**config.mk**
```make
export PLATFORM = sky130hd
export DESIGN_NAME = rf_writeback_ctrl
export DESIGN_NICKNAME = d
export VERILOG_FILES = /design/src/rtl/rf_pkg.sv /design/src/rtl/wb_fifo.sv /design/src/rtl/rf_writeback_ctrl.sv
export SDC_FILE = /design/constraint.sdc
export NUM_CORES = 1
export LEC_CHECK = 0
export ABC_AREA = 1
export ABC_CLOCK_PERIOD_IN_PS = 2800
export CORE_UTILIZATION = 55
export CTS_BUF_LIST = sky130_fd_sc_hd__clkbuf_8
export CTS_CLUSTER_DIAMETER = 150
export CTS_CLUSTER_SIZE = 24
export DETAILED_ROUTE_END_ITERATION = 16
export PLACE_DENSITY_LB_ADDON = 0.25
export SKIP_LAST_GASP = 1
export SYNTH_ARGS = -nofsm -noshare
export SYNTH_HDL_FRONTEND = slang
export SYNTH_SLANG_ARGS = --single-unit
```
**constraint.sdc**
```tcl
create_clock -name clk -period 2.8 [get_ports clk]
set_input_delay 0.84 -clock clk [delete_from_list [all_inputs] [get_ports clk]]
set_output_delay 0.84 -clock clk [all_outputs]
set_load 0.005 [all_outputs]
```
**src/rtl/rf_pkg.sv**
```systemverilog
// Shared constants and the writeback payload type for the register-file writer.
package rf_pkg;

    localparam int unsigned DATA_W     = 16;
    localparam int unsigned ADDR_W     = 3;
    localparam int unsigned NREGS      = 2 ** ADDR_W;
    localparam int unsigned FIFO_DEPTH = 2;
    localparam int unsigned CNT_W      = 2;

    typedef struct packed {
        logic [ADDR_W-1:0] wreg;
        logic [DATA_W-1:0] data;
    } wb_entry_t;

    localparam int unsigned ENTRY_W = $bits(wb_entry_t);

endpackage

```
**src/rtl/wb_fifo.sv**
```systemverilog
// Synchronous FIFO; head reads as zero while empty. DEPTH must be a power of two >= 2.
module wb_fifo #(
    parameter int unsigned WIDTH = 8,
    parameter int unsigned DEPTH = 2
) (
    input  logic             clk,
    input  logic             rstn,
    input  logic             push,
    input  logic [WIDTH-1:0] push_data,
    input  logic             pop,
    output logic             full,
    output logic             empty,
    output logic [WIDTH-1:0] head
);

    localparam int unsigned PTR_W = $clog2(DEPTH);
    localparam int unsigned CNT_W = $clog2(DEPTH + 1);

    logic [WIDTH-1:0] mem [DEPTH];
    logic [PTR_W-1:0] wr_ptr;
    logic [PTR_W-1:0] rd_ptr;
    logic [CNT_W-1:0] count;
    logic             do_push;
    logic             do_pop;

    assign full    = (count == CNT_W'(DEPTH));
    assign empty   = (count == '0);
    assign do_push = push && !full;
    assign do_pop  = pop && !empty;
    assign head    = empty ? '0 : mem[rd_ptr];

    // Pointers wrap naturally because DEPTH is a power of two.
    always_ff @(posedge clk) begin
        if (!rstn) begin
            wr_ptr <= '0;
            rd_ptr <= '0;
            count  <= '0;
        end else begin
            if (do_push) wr_ptr <= wr_ptr + PTR_W'(1);
            if (do_pop)  rd_ptr <= rd_ptr + PTR_W'(1);
            case ({do_push, do_pop})
                2'b10:   count <= count + CNT_W'(1);
                2'b01:   count <= count - CNT_W'(1);
                default: count <= count;
            endcase
        end
    end

    always_ff @(posedge clk) begin
        if (do_push) mem[wr_ptr] <= push_data;
    end

endmodule

```
**src/rtl/rf_writeback_ctrl.sv**
```systemverilog
// Register-file write-port owner: arbitrates ALU/load results into a buffer,
// retires one write per cycle and tracks outstanding writes per register.
module rf_writeback_ctrl
    import rf_pkg::*;
(
    input  logic              clk,
    input  logic              rstn,
    input  logic              alu_valid,
    output logic              alu_ready,
    input  logic [ADDR_W-1:0] alu_wreg,
    input  logic [DATA_W-1:0] alu_data,
    input  logic              mem_valid,
    output logic              mem_ready,
    input  logic [ADDR_W-1:0] mem_wreg,
    input  logic [DATA_W-1:0] mem_data,
    input  logic              issue_en,
    input  logic [ADDR_W-1:0] issue_wreg,
    output logic              rf_we,
    output logic [ADDR_W-1:0] rf_wreg,
    output logic [DATA_W-1:0] rf_wdata,
    input  logic [ADDR_W-1:0] chk_reg1,
    input  logic [ADDR_W-1:0] chk_reg2,
    output logic              busy1,
    output logic              busy2,
    output logic [NREGS-1:0]  sb_busy,
    output logic              fifo_full,
    output logic              sb_err
);

    localparam logic [CNT_W-1:0] CNT_MAX = '1;

    wb_entry_t        push_entry;
    wb_entry_t        head_entry;
    logic [ENTRY_W-1:0] head_bits;
    logic             push;
    logic             fifo_empty;
    logic [CNT_W-1:0] cnt_q [NREGS];
    logic [CNT_W-1:0] cnt_d [NREGS];
    logic             err_set;

    // Load results win over ALU results; only one push per cycle.
    assign mem_ready  = !fifo_full;
    assign alu_ready  = !fifo_full && !mem_valid;
    assign push       = (mem_valid || alu_valid) && !fifo_full;
    assign push_entry = mem_valid ? '{wreg: mem_wreg, data: mem_data}
                                  : '{wreg: alu_wreg, data: alu_data};

    wb_fifo #(
        .WIDTH (ENTRY_W),
        .DEPTH (FIFO_DEPTH)
    ) u_fifo (
        .clk       (clk),
        .rstn      (rstn),
        .push      (push),
        .push_data (push_entry),
        .pop       (rf_we),
        .full      (fifo_full),
        .empty     (fifo_empty),
        .head      (head_bits)
    );

    assign head_entry = wb_entry_t'(head_bits);
    assign rf_we      = !fifo_empty;
    assign rf_wreg    = head_entry.wreg;
    assign rf_wdata   = head_entry.data;

    // Pending-write counters: issue increments, retire decrements, both cancel.
    always_comb begin
        err_set = 1'b0;
        for (int i = 0; i < NREGS; i++) begin
            cnt_d[i] = cnt_q[i];
            if (issue_en && (issue_wreg == ADDR_W'(i)) &&
                !(rf_we && (rf_wreg == ADDR_W'(i)))) begin
                if (cnt_q[i] == CNT_MAX) err_set = 1'b1;
                else                     cnt_d[i] = cnt_q[i] + CNT_W'(1);
            end else if (rf_we && (rf_wreg == ADDR_W'(i)) &&
                         !(issue_en && (issue_wreg == ADDR_W'(i)))) begin
                if (cnt_q[i] == '0) err_set = 1'b1;
                else                cnt_d[i] = cnt_q[i] - CNT_W'(1);
            end
        end
    end

    always_ff @(posedge clk) begin
        if (!rstn) begin
            sb_err <= 1'b0;
            for (int i = 0; i < NREGS; i++) cnt_q[i] <= '0;
        end else begin
            sb_err <= sb_err || err_set;
            for (int i = 0; i < NREGS; i++) cnt_q[i] <= cnt_d[i];
        end
    end

    always_comb begin
        for (int i = 0; i < NREGS; i++) sb_busy[i] = (cnt_q[i] != '0);
    end

    assign busy1 = sb_busy[chk_reg1];
    assign busy2 = sb_busy[chk_reg2];

endmodule

```
==> results.sh <==
export IMPL_status="complete, but fails checks"
export IMPL_failed_checks="negative setup slack"
export IMPL_layoutNonFillerInstCount=622
export IMPL_synth_cell_types=28
export IMPL_ys_seq_elements=60
export IMPL_final_hold_viol_count=0
export IMPL_max_freq_mhz=352
export IMPL_synth_nets=514
export IMPL_period_needed_ps=2840
export IMPL_grt_util_all_layers_pct=26.8
export IMPL_cp_arrival_ps=2000
export IMPL_regArea_um2=1580
export IMPL_io_buffer_count=85
export IMPL_grt_pass1_vias=3032
export IMPL_area_delta_synth_final_pct=34.8
export IMPL_cts_sinks=60
export IMPL_vias_per_cell=5.05
export IMPL_cts_htree_levels=3
export IMPL_tightestPinTransition_ps=524
export IMPL_drt_iter0_markers=123
export IMPL_rsz0062_at_grt="yes"
export IMPL_syn_area_um2=3390
export IMPL_numCtsBuffers=9
export IMPL_start_util_pct=57.2
export IMPL_pre_cts_slack_ps=-401
export IMPL_max_slew_margin_pct=64.9
export IMPL_vias=3143
export IMPL_synth_edf_count=38
export IMPL_cp_start_kind="primary input"
export IMPL_holdWs_ps=457
export IMPL_place_inst=606
export IMPL_first_pass_iters=5
export IMPL_ctsLongestPathBuffers=2
export IMPL_cts_tree="built"
export IMPL_synth_most_common_cell="nand2_1"
export IMPL_drc=0
export IMPL_crit_type="primary input to output pin"
export IMPL_cp_required_ps=1960
export IMPL_grt_pass1_wl_mm=12.9
export IMPL_cap_violations=0
export IMPL_yosysWarnings=0
export IMPL_final_setup_tns_ps=-38.4
export IMPL_place_hpwl_mm=6.00
export IMPL_slew_violations=0
export IMPL_setup_viol_count_final=1
export IMPL_placed_cell_area_um2=4380
export IMPL_io_pins=86
export IMPL_rows=28
export IMPL_root_buffer="clkbuf_8"
export IMPL_synthTopCellsByArea="edfxtp_1 (34%), nand2_1 (17%), dfxtp_1 (13%)"
export IMPL_die_width_um=80.5
export IMPL_power_density_nw_per_um2=475
export IMPL_holdCritPathClass="flop to flop"
export IMPL_synth_top_cell_area_share_pct=33.7
export IMPL_syn_avg_cell_area_um2=7.60
export IMPL_ys_flop_type="edfxtp_1"
export IMPL_drt_total_wl_mm=8.01
export IMPL_grt_overflow=0
export IMPL_fin_crit_sh_pct=101
export IMPL_cp_max_fo=4
export IMPL_clkLatencyLatePin_ps=340
export IMPL_diodes=0
export IMPL_fin_ws_ps=-38.4
export IMPL_multi_input_area_um2=1520
export IMPL_die_area_um2=6480
export IMPL_drtAntennaViolNets=0
export IMPL_stdcell_area_um2=4570
export IMPL_path_clk_slew_ps=60
export IMPL_gp_congestion=0.811
export IMPL_p_leak_uw=0.00198
export IMPL_critPathCaptureType="output pin"
export IMPL_n_fill_cell=447
export IMPL_postCtsSetupBuffers=0
export IMPL_syn_inst=446
export IMPL_wl_per_cell_um=12.9
export IMPL_grt_max_degree=23
export IMPL_synth_largest_area_cell="edfxtp_1"
export IMPL_fin_nets=610
export IMPL_clock_skew_ps=8.64
export IMPL_ys_top_cells_by_count="nand2_1 (149), inv_1 (55), nor2_1 (50), a21oi_1 (47), edfxtp_1 (38)"
export IMPL_async_flop_share_pct=0
export IMPL_core_area_um2=5920
export IMPL_antenna_found_initial=0
export IMPL_drive_gt1_share_pct=8.78
export IMPL_yosysSeqAreaShare_pct=46.7
export IMPL_die_h_um=80.5
export IMPL_ir_worst_vdd_v=0.000323
[area by class of cell]
type	instances	share of cell area [%]
Sequential cell	60	34.6
Multi-Input combinational cell	312	33.2
Timing Repair Buffer	94	20.5
Inverter	65	5.45
Clock buffer	10	3.01
Tap cell	75	2.05
Clock inverter	6	1.12
[per-stage QoR]
step / utilization, % / total power (µW)
5_1_grt: 77.2 / 2260
3_3_place_gp: 74.0 / 1430
6_report: 77.2 / 2170
2_1_floorplan: - / 1240
4_1_cts: 77.1 / 2190
3_5_place_dp: 74.0 / 1450
[worst max-delay path, cell delays in order]
cell and delay [ps]:
dlygate4sd2_1 270, a21oi_1 110, o21ai_0 90, o21ai_0 80
nand2_1 70, nand2_1 50, clkdlybuf4s50_1 490
[layout by cell type, fill, tap and decap left out, types with 2 or more instances in the layout]
master	n
a21oi_1	46
buf_12	2
buf_4	7
clkbuf_8	10
clkdlybuf4s50_1	80
clkinv_1	2
clkinv_2	2
dfxtp_1	21
edfxtp_1	38
ha_1	16
inv_1	58
inv_2	6
inv_4	2
nand2_1	149
nand2_4	2
nand3_1	8
nor2_1	48
nor2_2	6
o21ai_0	26
[cells by family (layout without fill, tap and decap cells)]
family,Yosys count,count (layout),share of synthesized area [%]
fa+ha+maj,16,16,5.91
mux,1,1,0.664
simple gates,218,218,26.2
buf+inv,74,175,8.79
compound gates,77,77,11.7
flops,60,60,46.7
[registers in the layout, indices dropped and copies added, names as in the netlist, named ones only]
register / count
u_fifo.rd_ptr: 1
u_fifo.count: 2
u_fifo.mem: 38
cnt_q: 16
u_fifo.wr_ptr: 1
sb_err: 1
[worst paths after layout]
kind              slack, ps            start  depth (start not counted)         endpoint
setup reg to reg        580  u_fifo.count[1]                         15           sb_err
hold / removal          460  u_fifo.count[0]                          2  u_fifo.count[1]
hold reg to reg         460  u_fifo.count[0]                          2  u_fifo.count[1]
setup / recovery        -40      chk_reg2[1]                          7            busy2
[timing repair]
item                                    4_1_cts  5_1_grt
gates resized for setup                      11        5
gates cloned                                  0        0
pin swaps                                     1        0
hold endpoints to repair                      0        0
hold buffers                                  0        0
endpoints found under the setup margin        7        3
[where the power goes]
| group | switching (µW) | leakage [µW] | internal (µW) |
|---|---|---|---|
| Clock | 321 | 0.000110 | 422 |
| Combinational | 199 | 0.00133 | 196 |
| Sequential | 23.6 | 0.000547 | 1010 |
| Total | 543 | 0.00198 | 1630 |
[routing by layer]
| layer | vias to the layer above | wire length (µm) | track usage (%) |
|---|---|---|---|
| met3 | 17 | 477 | 7.27 |
| li1 | 1616 | - | - |
| met4 | 0 | 201 | 12.7 |
| met5 | - | 0 | 0 |
| met2 | 100 | 4200 | 49.2 |
| met1 | 1410 | 3130 | 27.9 |
Note: power is estimated with default switching activity, not from simulation.
